===== src/rtl/csr_ctrl.sv =====
// Machine-mode CSR controller: serialized CSRRW/RS/RC access, 64-bit cycle and
// instret counters, and trap entry / mret sequencing of mstatus, mepc, mcause.
module csr_ctrl #(
    parameter logic [31:0] MTVEC_RESET = 32'h0000_0000,
    parameter logic [31:0] HART_ID     = 32'h0000_0000
) (
    input  logic        clk,
    input  logic        rst_n,
    input  logic        req_valid,
    output logic        req_ready,
    input  logic [11:0] req_addr,
    input  logic [1:0]  req_op,
    input  logic        req_wsup,
    input  logic [31:0] req_wdata,
    output logic        rsp_valid,
    output logic [31:0] rsp_rdata,
    output logic        rsp_illegal,
    input  logic        trap_valid,
    input  logic [31:0] trap_pc,
    input  logic [31:0] trap_cause,
    input  logic        mret_valid,
    output logic        evt_ready,
    input  logic        instret_pulse,
    output logic [31:0] trap_vector,
    output logic [31:0] mepc_o,
    output logic        irq_en,
    output logic [1:0]  dbg_state
);
    // Request handshake: a request transfers on a rising edge where
    // req_valid & req_ready; rsp_valid is a single-cycle strobe, no back-pressure.
    typedef enum logic [1:0] {S_IDLE = 2'd0, S_ACCESS = 2'd1, S_RESP = 2'd2} state_e;

    localparam logic [1:0] OP_RW = 2'b01;
    localparam logic [1:0] OP_RS = 2'b10;
    localparam logic [1:0] OP_RC = 2'b11;

    state_e      state_q, state_d;
    logic [11:0] addr_q, addr_d;
    logic [1:0]  op_q, op_d;
    logic        wsup_q, wsup_d;
    logic [31:0] wdata_q, wdata_d;
    logic [31:0] rdata_q, rdata_d;
    logic        illegal_q, illegal_d;
    logic        mie_q, mie_d, mpie_q, mpie_d;
    logic [31:0] mtvec_q, mtvec_d, mscratch_q, mscratch_d;
    logic [31:0] mepc_q, mepc_d, mcause_q, mcause_d;
    logic [63:0] mcycle_q, mcycle_d, minstret_q, minstret_d;

    logic [31:0] old_val, new_val, mstatus_val;
    logic        mapped, write_en, read_only, illegal;

    assign mstatus_val = {19'd0, 2'b11, 3'd0, mpie_q, 3'd0, mie_q, 3'd0};

    always_comb begin
        old_val = '0;
        mapped  = 1'b1;
        case (addr_q)
            12'h300: old_val = mstatus_val;
            12'h305: old_val = mtvec_q;
            12'h340: old_val = mscratch_q;
            12'h341: old_val = mepc_q;
            12'h342: old_val = mcause_q;
            12'hB00, 12'hC00: old_val = mcycle_q[31:0];
            12'hB80, 12'hC80: old_val = mcycle_q[63:32];
            12'hB02, 12'hC02: old_val = minstret_q[31:0];
            12'hB82, 12'hC82: old_val = minstret_q[63:32];
            12'hF14: old_val = HART_ID;
            default: mapped = 1'b0;
        endcase
    end

    // RW always writes; RS/RC become pure reads when the source was x0/zimm=0.
    assign write_en  = (op_q == OP_RW) || !wsup_q;
    assign read_only = (addr_q[11:10] == 2'b11);
    assign illegal   = (op_q == 2'b00) || !mapped || (read_only && write_en);

    always_comb begin
        case (op_q)
            OP_RS:   new_val = old_val | wdata_q;
            OP_RC:   new_val = old_val & ~wdata_q;
            default: new_val = wdata_q;
        endcase
    end

    always_comb begin
        state_d    = state_q;
        addr_d     = addr_q;
        op_d       = op_q;
        wsup_d     = wsup_q;
        wdata_d    = wdata_q;
        rdata_d    = rdata_q;
        illegal_d  = illegal_q;
        mie_d      = mie_q;
        mpie_d     = mpie_q;
        mtvec_d    = mtvec_q;
        mscratch_d = mscratch_q;
        mepc_d     = mepc_q;
        mcause_d   = mcause_q;
        mcycle_d   = mcycle_q + 64'd1;
        minstret_d = minstret_q + {63'd0, instret_pulse};
        case (state_q)
            S_IDLE: begin
                if (trap_valid) begin
                    mepc_d   = trap_pc & ~32'h3;
                    mcause_d = trap_cause;
                    mpie_d   = mie_q;
                    mie_d    = 1'b0;
                end else if (mret_valid) begin
                    mie_d  = mpie_q;
                    mpie_d = 1'b1;
                end else if (req_valid) begin
                    addr_d  = req_addr;
                    op_d    = req_op;
                    wsup_d  = req_wsup;
                    wdata_d = req_wdata;
                    state_d = S_ACCESS;
                end
            end
            S_ACCESS: begin
                state_d   = S_RESP;
                rdata_d   = illegal ? 32'd0 : old_val;
                illegal_d = illegal;
                if (!illegal && write_en) begin
                    // Counter half-writes override this cycle's increment, no carry.
                    case (addr_q)
                        12'h300: begin
                            mie_d  = new_val[3];
                            mpie_d = new_val[7];
                        end
                        12'h305: mtvec_d    = new_val & ~32'h3;
                        12'h340: mscratch_d = new_val;
                        12'h341: mepc_d     = new_val & ~32'h3;
                        12'h342: mcause_d   = new_val;
                        12'hB00: mcycle_d   = {mcycle_q[63:32], new_val};
                        12'hB80: mcycle_d   = {new_val, mcycle_q[31:0]};
                        12'hB02: minstret_d = {minstret_q[63:32], new_val};
                        12'hB82: minstret_d = {new_val, minstret_q[31:0]};
                        default: ;
                    endcase
                end
            end
            S_RESP:  state_d = S_IDLE;
            default: state_d = S_IDLE;
        endcase
    end

    always_ff @(posedge clk) begin
        if (!rst_n) begin
            state_q    <= S_IDLE;
            addr_q     <= '0;
            op_q       <= '0;
            wsup_q     <= 1'b0;
            wdata_q    <= '0;
            rdata_q    <= '0;
            illegal_q  <= 1'b0;
            mie_q      <= 1'b0;
            mpie_q     <= 1'b0;
            mtvec_q    <= MTVEC_RESET & ~32'h3;
            mscratch_q <= '0;
            mepc_q     <= '0;
            mcause_q   <= '0;
            mcycle_q   <= '0;
            minstret_q <= '0;
        end else begin
            state_q    <= state_d;
            addr_q     <= addr_d;
            op_q       <= op_d;
            wsup_q     <= wsup_d;
            wdata_q    <= wdata_d;
            rdata_q    <= rdata_d;
            illegal_q  <= illegal_d;
            mie_q      <= mie_d;
            mpie_q     <= mpie_d;
            mtvec_q    <= mtvec_d;
            mscratch_q <= mscratch_d;
            mepc_q     <= mepc_d;
            mcause_q   <= mcause_d;
            mcycle_q   <= mcycle_d;
            minstret_q <= minstret_d;
        end
    end

    assign req_ready   = (state_q == S_IDLE) && !trap_valid && !mret_valid;
    assign evt_ready   = (state_q == S_IDLE);
    assign rsp_valid   = (state_q == S_RESP);
    assign rsp_rdata   = rdata_q;
    assign rsp_illegal = illegal_q;
    assign trap_vector = {mtvec_q[31:2], 2'b00};
    assign mepc_o      = mepc_q;
    assign irq_en      = mie_q;
    assign dbg_state   = state_q;
endmodule


===== config.mk =====
export PLATFORM = sky130hd
export DESIGN_NAME = csr_ctrl
export DESIGN_NICKNAME = d
export VERILOG_FILES = /design/src/rtl/csr_ctrl.sv
export SDC_FILE = /design/constraint.sdc
export NUM_CORES = 1
export LEC_CHECK = 0
export ABC_AREA = 1
export CAP_MARGIN = 20
export CORE_MARGIN = 5
export CORE_UTILIZATION = 55
export CTS_CLUSTER_SIZE = 40
export DETAILED_ROUTE_END_ITERATION = 16
export HOLD_SLACK_MARGIN = 0.05
export PLACE_DENSITY = 0.77
export SKIP_LAST_GASP = 1
export SYNTH_ARGS = -nofsm -noshare
export SYNTH_HDL_FRONTEND = slang
export SYNTH_SLANG_ARGS = --single-unit

===== constraint.sdc =====
create_clock -name clk -period 2.9 [get_ports clk]
set_input_delay 0.29 -clock clk [delete_from_list [all_inputs] [get_ports clk]]
set_output_delay 0.29 -clock clk [all_outputs]
set_load 0.01 [all_outputs]

Yosys cells after proc, flatten, opt, wreduce, memory -nomap -nowiden
Index checks and enable logic that the tools add are counted.
- output and inout bits: 103
- flip-flop bits (word level): 338
- word-level logic and storage cells: 116
- bits of input ports: 117
- equal/unequal tests: 33
- add/sub/neg operators: 2
- reductions and logical operators: 27
- muxes and demuxes: 32
- bitwise operators: 5
- operators with widths (cell ; number):
    case mux 32 bit (9 select lines) ; 1
    two-way mux 64 bit ; 4
    case mux 64 bit (2 select lines) ; 2
    two-way mux 32 bit ; 7
    case mux 32 bit (2 select lines) ; 3
    == test 12 bit, second input constant ; 9
    adder 64 x 1 -> 64 bit ; 1
    adder 64 x 1 -> 64 bit, second input constant ; 1
    == test 12 x 10 -> 1 bit, second input constant ; 5
    bitwise AND 32 bit ; 1
    inverter 32 bit ; 1
    bitwise OR 32 bit ; 1
    AND reduction 4 bit ; 4
    != test 3 bit, second input constant ; 5
    OR reduction 14 bit ; 1
    != test 2 bit, second input constant ; 5
    two-way mux 1 bit ; 9
    AND reduction 3 bit ; 3
    == test 2 bit, second input constant ; 4
    OR reduction 2 bit ; 4
    two-way mux 2 bit ; 3
    != test 2 x 1 -> 1 bit, second input constant ; 3
    zero test 1 bit ; 5
    == test 2 x 1 -> 1 bit, second input constant ; 2
    7 further kinds ; 15

Longest topological paths before layout
- depth in word-level cells: 10
- gate-level depth with buffers: 17

Worst setup path before layout
Ideal clock, no wire load.
- path kind: reg2reg
- from: reg minstret_q[0]
- to: reg minstret_q[62]
- buffers on the path: 0
- stages on the path, launching flop included: 15
- arrival: 2.015 ns
- period minus slack after synthesis: 2.135 ns
- path slack: 0.765 ns
- cell sequence: dfxtp_1 ha_1 ha_1 nand2_1 nor2_2 nand3b_1 nor2_2 nand3_1 nor2_1 nand4_1 nor2_1 o21bai_1 nand2_1 nand2_1 a21oi_1
- word-level cells in the longest chain between the ends: 4
- ends and longest elaborated chain (element ; line ; RTL):
    start: declaration ; 47 ; logic [63:0] mcycle_q, mcycle_d, minstret_q, minstret_d;
    start signal: assignment ; 179 ; minstret_q <= minstret_d;
    adder 64 x 1 -> 64 bit * ; 100 ; minstret_d = minstret_q + {63'd0, instret_pulse};
    case mux 64 bit (2 select lines) ; 125 ; case (addr_q)
    two-way mux 64 bit ; 123 ; if (!illegal && write_en) begin
    two-way mux 64 bit * ; 101 ; case (state_q)
Mark *: on every way between the ends. The rest lies on a longest branch, timed or not.
A chain may end at the register's enable or synchronous reset.

Worst setup path in the final report
- from: reg addr_q[11]
- to: reg mcause_q[9]
- word-level cells in the longest chain between the ends: 10
- ends and longest elaborated chain (element ; line ; RTL):
    start: declaration ; 38 ; logic [11:0] addr_q, addr_d;
    start signal: assignment ; 166 ; addr_q <= addr_d;
    branches (longest 10 deep; another with case mux 32 bit (9 select lines)) ; -- ;
    end signal: assignment ; 177 ; mcause_q <= mcause_d;
    end: declaration ; 46 ; logic [31:0] mepc_q, mepc_d, mcause_q, mcause_d;
Several ways; the timed one is not identified. The select of a mux whose other input is x is not followed.

==> metrics <==
largest buffer count on any clock path 3; cell leakage power 12.0 nW; number of enable-type register cells in the synthesized netlist 0; initial antenna violation count 4; Sink Count 336; clock share of power 46.3%; fin crit period 2.85 ns; vias 25600; R2R depth 16; asr flop ratio synth 0%; H-tree depth 2; vias in the first global route 23800; Final Skew 0.0219 ns; Slowest-stage cell, CP dfxtp_1; Fmax 350 MHz; CP dominant cell by count nand2_1; worst path cell trace nand2_1 -> nor2_2 -> nand3_1 -> nand2_1 -> inv_1 -> buf_4 -> o21ai_0 -> nor2_1 -> nand3_1 -> nand2_1 -> nand2_1 -> buf_4 -> nand2_1 -> nand2_1 -> nor2_1 -> nor2_1; Tot Pwr 11.1 mW; Slew @ Worst Pin 1.02 ns; overall routed net length 98400 um; drt via density 5.95; Slew Limit Fails 0; Crit Path Max Fanout 7; CP Buf/Inv Count 3; synth-to-layout area growth 25.4%; TritonCTS clock tree yes; Final Non-Filler Cells 4294; outcome completed; Ports 220; R2R setup slack 0.05 ns; post-synth design cell area 20600 um^2; Setup-failing EPs final 0; Sw Share 26.3%; critical path's largest stage delay 0.41 ns; Tot GR Track Use 45.5%; reg2reg start addr_q[11]; fin area 25900 um^2; Initial Util 55.2%; Worst Path Required 3.40 ns; most common cell after layout, fill and taps aside nand2_1; RSZ-0062 raised after global routing yes; crit end category flop; number of max-cap violations 0; combinational share of power 10.2%; Hold Vio Cnt, Final 0; WS Path Type reg -> reg; Top Family by Delay on Critical Path simple AND/OR/NAND/NOR gates; DR WL/cell 22.9 um; 1st-pass router iterations 6; clk root buf clkbuf_16; worst setup margin 0.0457 ns; data arrival time of the worst path 3.35 ns; Site Rows 71; Worst-path clk slew 0.07 ns; library cells used by synthesis 40; Hold Crit Class in -> reg; PD cells 428 nW/um^2; Slew HR 32.0%; first-pass GRT wire length 144000 um; Std-Cell Core Area 37400 um^2; I/O Buffers 213; register area share after synthesis 32.6%; Yosys Warn Count 0; Die W 204 um; Post-DRT Antenna Nets 0; cell count after synthesis 3487; hold path depth 3; DRC Markers 0; hold path endpoint dbg_state[0]; Syn Area/Cell 5.92 um^2; dpl ws -0.0496 ns; Placed Area 24400 um^2; Tcrit/Tclk final 98.4%; Sequential Power Share 43.5%; Synth Register Bits 336; Starting DRT DRC Count 3808; total CTS buffers 39; Max VDD drop 0.483 mV; die area 41500 um^2; fraction of layout cells with a size suffix above 1 8.43%; most frequent cells in the layout nand2_1 (1069), nor2_1 (524), inv_1 (378); top_reg_cell synth dfxtp_1; crit path launch type flop; Placed Cells 4220; HPWL Detailed 72100 um; Hold Crit Start rst_n; internal power 8.16 mW; total gr overflow 0; NetSw 2.91 mW; worst reg2reg path endpoint mcause_q[9]; clk_lat worst skew 0.59 ns; Final GP Congestion 1.11; largest net degree at the start of global routing 197; nets 3875; Die Y-Extent 204 um
kinds of logic after synthesis:
kind of cell / after synthesis / share of synthesized area (%)
AOI/OAI and AO/OA: 513 / 13.7
adders and majority gates: 3 / 0.182
other: 1 / 0.0182
buffers and inverters: 571 / 10.9
xor gates and xnor gates: 76 / 3.22
and+or+nand+nor: 1987 / 39.4
DFF: 336 / 32.6
power by group through the flow:
stage | sequential, mW | combinational, mW | clock (mW)
global route | 4.82 | 1.20 | 5.28
global placement | 4.91 | 1.05 | 0
finish | 4.82 | 1.13 | 5.12
CTS | 4.81 | 1.09 | 5.09
floorplan | 4.91 | 0.522 | 0
detailed placement | 4.91 | 1.07 | 0
worst reg2reg max path, cell delays in order, from the launching register on:
cell     delay [ns]
dfxtp_1        0.41
nand2_1        0.11
nor2_2         0.22
nand3_1        0.17
nand2_1        0.17
inv_1          0.23
buf_4          0.23
o21ai_0        0.14
nor2_1         0.08
nand3_1        0.23
nand2_1        0.10
nand2_1        0.07
buf_4          0.24
nand2_1        0.11
nand2_1        0.08
nor2_1         0.05
nor2_1         0.14
final cells by class:
cell class	instances	area, um^2
Antenna cell	1	2.50
Inverter	400	1510
Sequential cell	336	6730
Tap cell	511	639
Fill cell	3177	11500
Clock inverter	7	108
Multi-Input combinational cell	2584	11800
Clock buffer	61	1180
Timing Repair Buffer	394	3900
cell usage after synthesis (all sizes together), types with 2 or more instances:
| cell | instances | area share (%) |
|---|---|---|
| nand2 | 1082 | 20 |
| nor2 | 542 | 10 |
| inv | 398 | 7.2 |
| dfxtp | 336 | 33 |
| nand3 | 230 | 5.7 |
| o21ai | 219 | 5.3 |
| a21oi | 189 | 4.6 |
| clkbuf | 105 | 1.9 |
| xor2 | 75 | 3.2 |
| buf | 66 | 1.7 |
| nor3 | 62 | 1.5 |
| nand4 | 44 | 1.4 |
| a22oi | 38 | 1.4 |
| o21bai | 28 | 1.0 |
| o22ai | 19 | 0.58 |
| nor4 | 17 | 0.52 |
| o211ai | 14 | 0.60 |
| nand3b | 6 | 0.22 |
| o21a | 5 | 0.18 |
| ha | 3 | 0.18 |
| or2 | 3 | 0.091 |
| clkinv | 2 | 0.036 |
worst max path at each step:
stage / depth (start not counted) / startpoint / slack (ns) / end
after floorplan: 14 / minstret_q[0] / 0.77 / minstret_q[62]
after global placement: 14 / instret_pulse / -0.08 / minstret_q[47]
after detailed placement: 14 / instret_pulse / -0.05 / minstret_q[47]
after CTS: 4 / dbg_state[0] / 0.005 / req_ready
after global routing: 15 / addr_q[11] / -0.05 / mcause_q[6]
final: 16 / addr_q[11] / 0.05 / mcause_q[9]
sequential cells by signal, summed over array words and instances, names as in the netlist, 2 cells and up:
name        cells
wdata_q        32
mtvec_q        30
dbg_state       2
addr_q         12
mepc_o         30
mscratch_q     32
rsp_rdata      32
mcycle_q       64
minstret_q     64
op_q            2
mcause_q       32
stage by stage:
| stage | util [%] | setup TNS (ns) | hold slack [ns] |
|---|---|---|---|
| after global placement | 65.3 | -0.160 | 0.444 |
| final | 69.2 | 0 | 0.263 |
| after global routing | 69.2 | -0.136 | 0.285 |
| after detailed placement | 65.3 | -0.118 | 0.455 |
| after CTS | 68.8 | 0 | 0.282 |
| after floorplan | - | 0 | 0.430 |
routing by layer:
| metal | vias to the layer above | share of wire, % | GRT usage (%) |
|---|---|---|---|
| met5 | - | 0.026 | 0 |
| met4 | 4 | 9.0 | 31.7 |
| met3 | 454 | 14 | 14.5 |
| met2 | 2025 | 40 | 64.6 |
| met1 | 11500 | 37 | 58.6 |
| li1 | 11500 | - | - |
what timing repair did:
| action | CTS | global route |
|---|---|---|
| hold endpoints to repair | 0 | 0 |
| buffers inserted | 0 | 4 |
| pin swaps | 1 | 0 |
| gates resized for setup | 0 | 28 |
| endpoints found under the setup margin | 1 | 141 |
| gates cloned | 1 | 0 |
| hold buffers | 0 | 0 |
(Power assumes the default switching activity.)
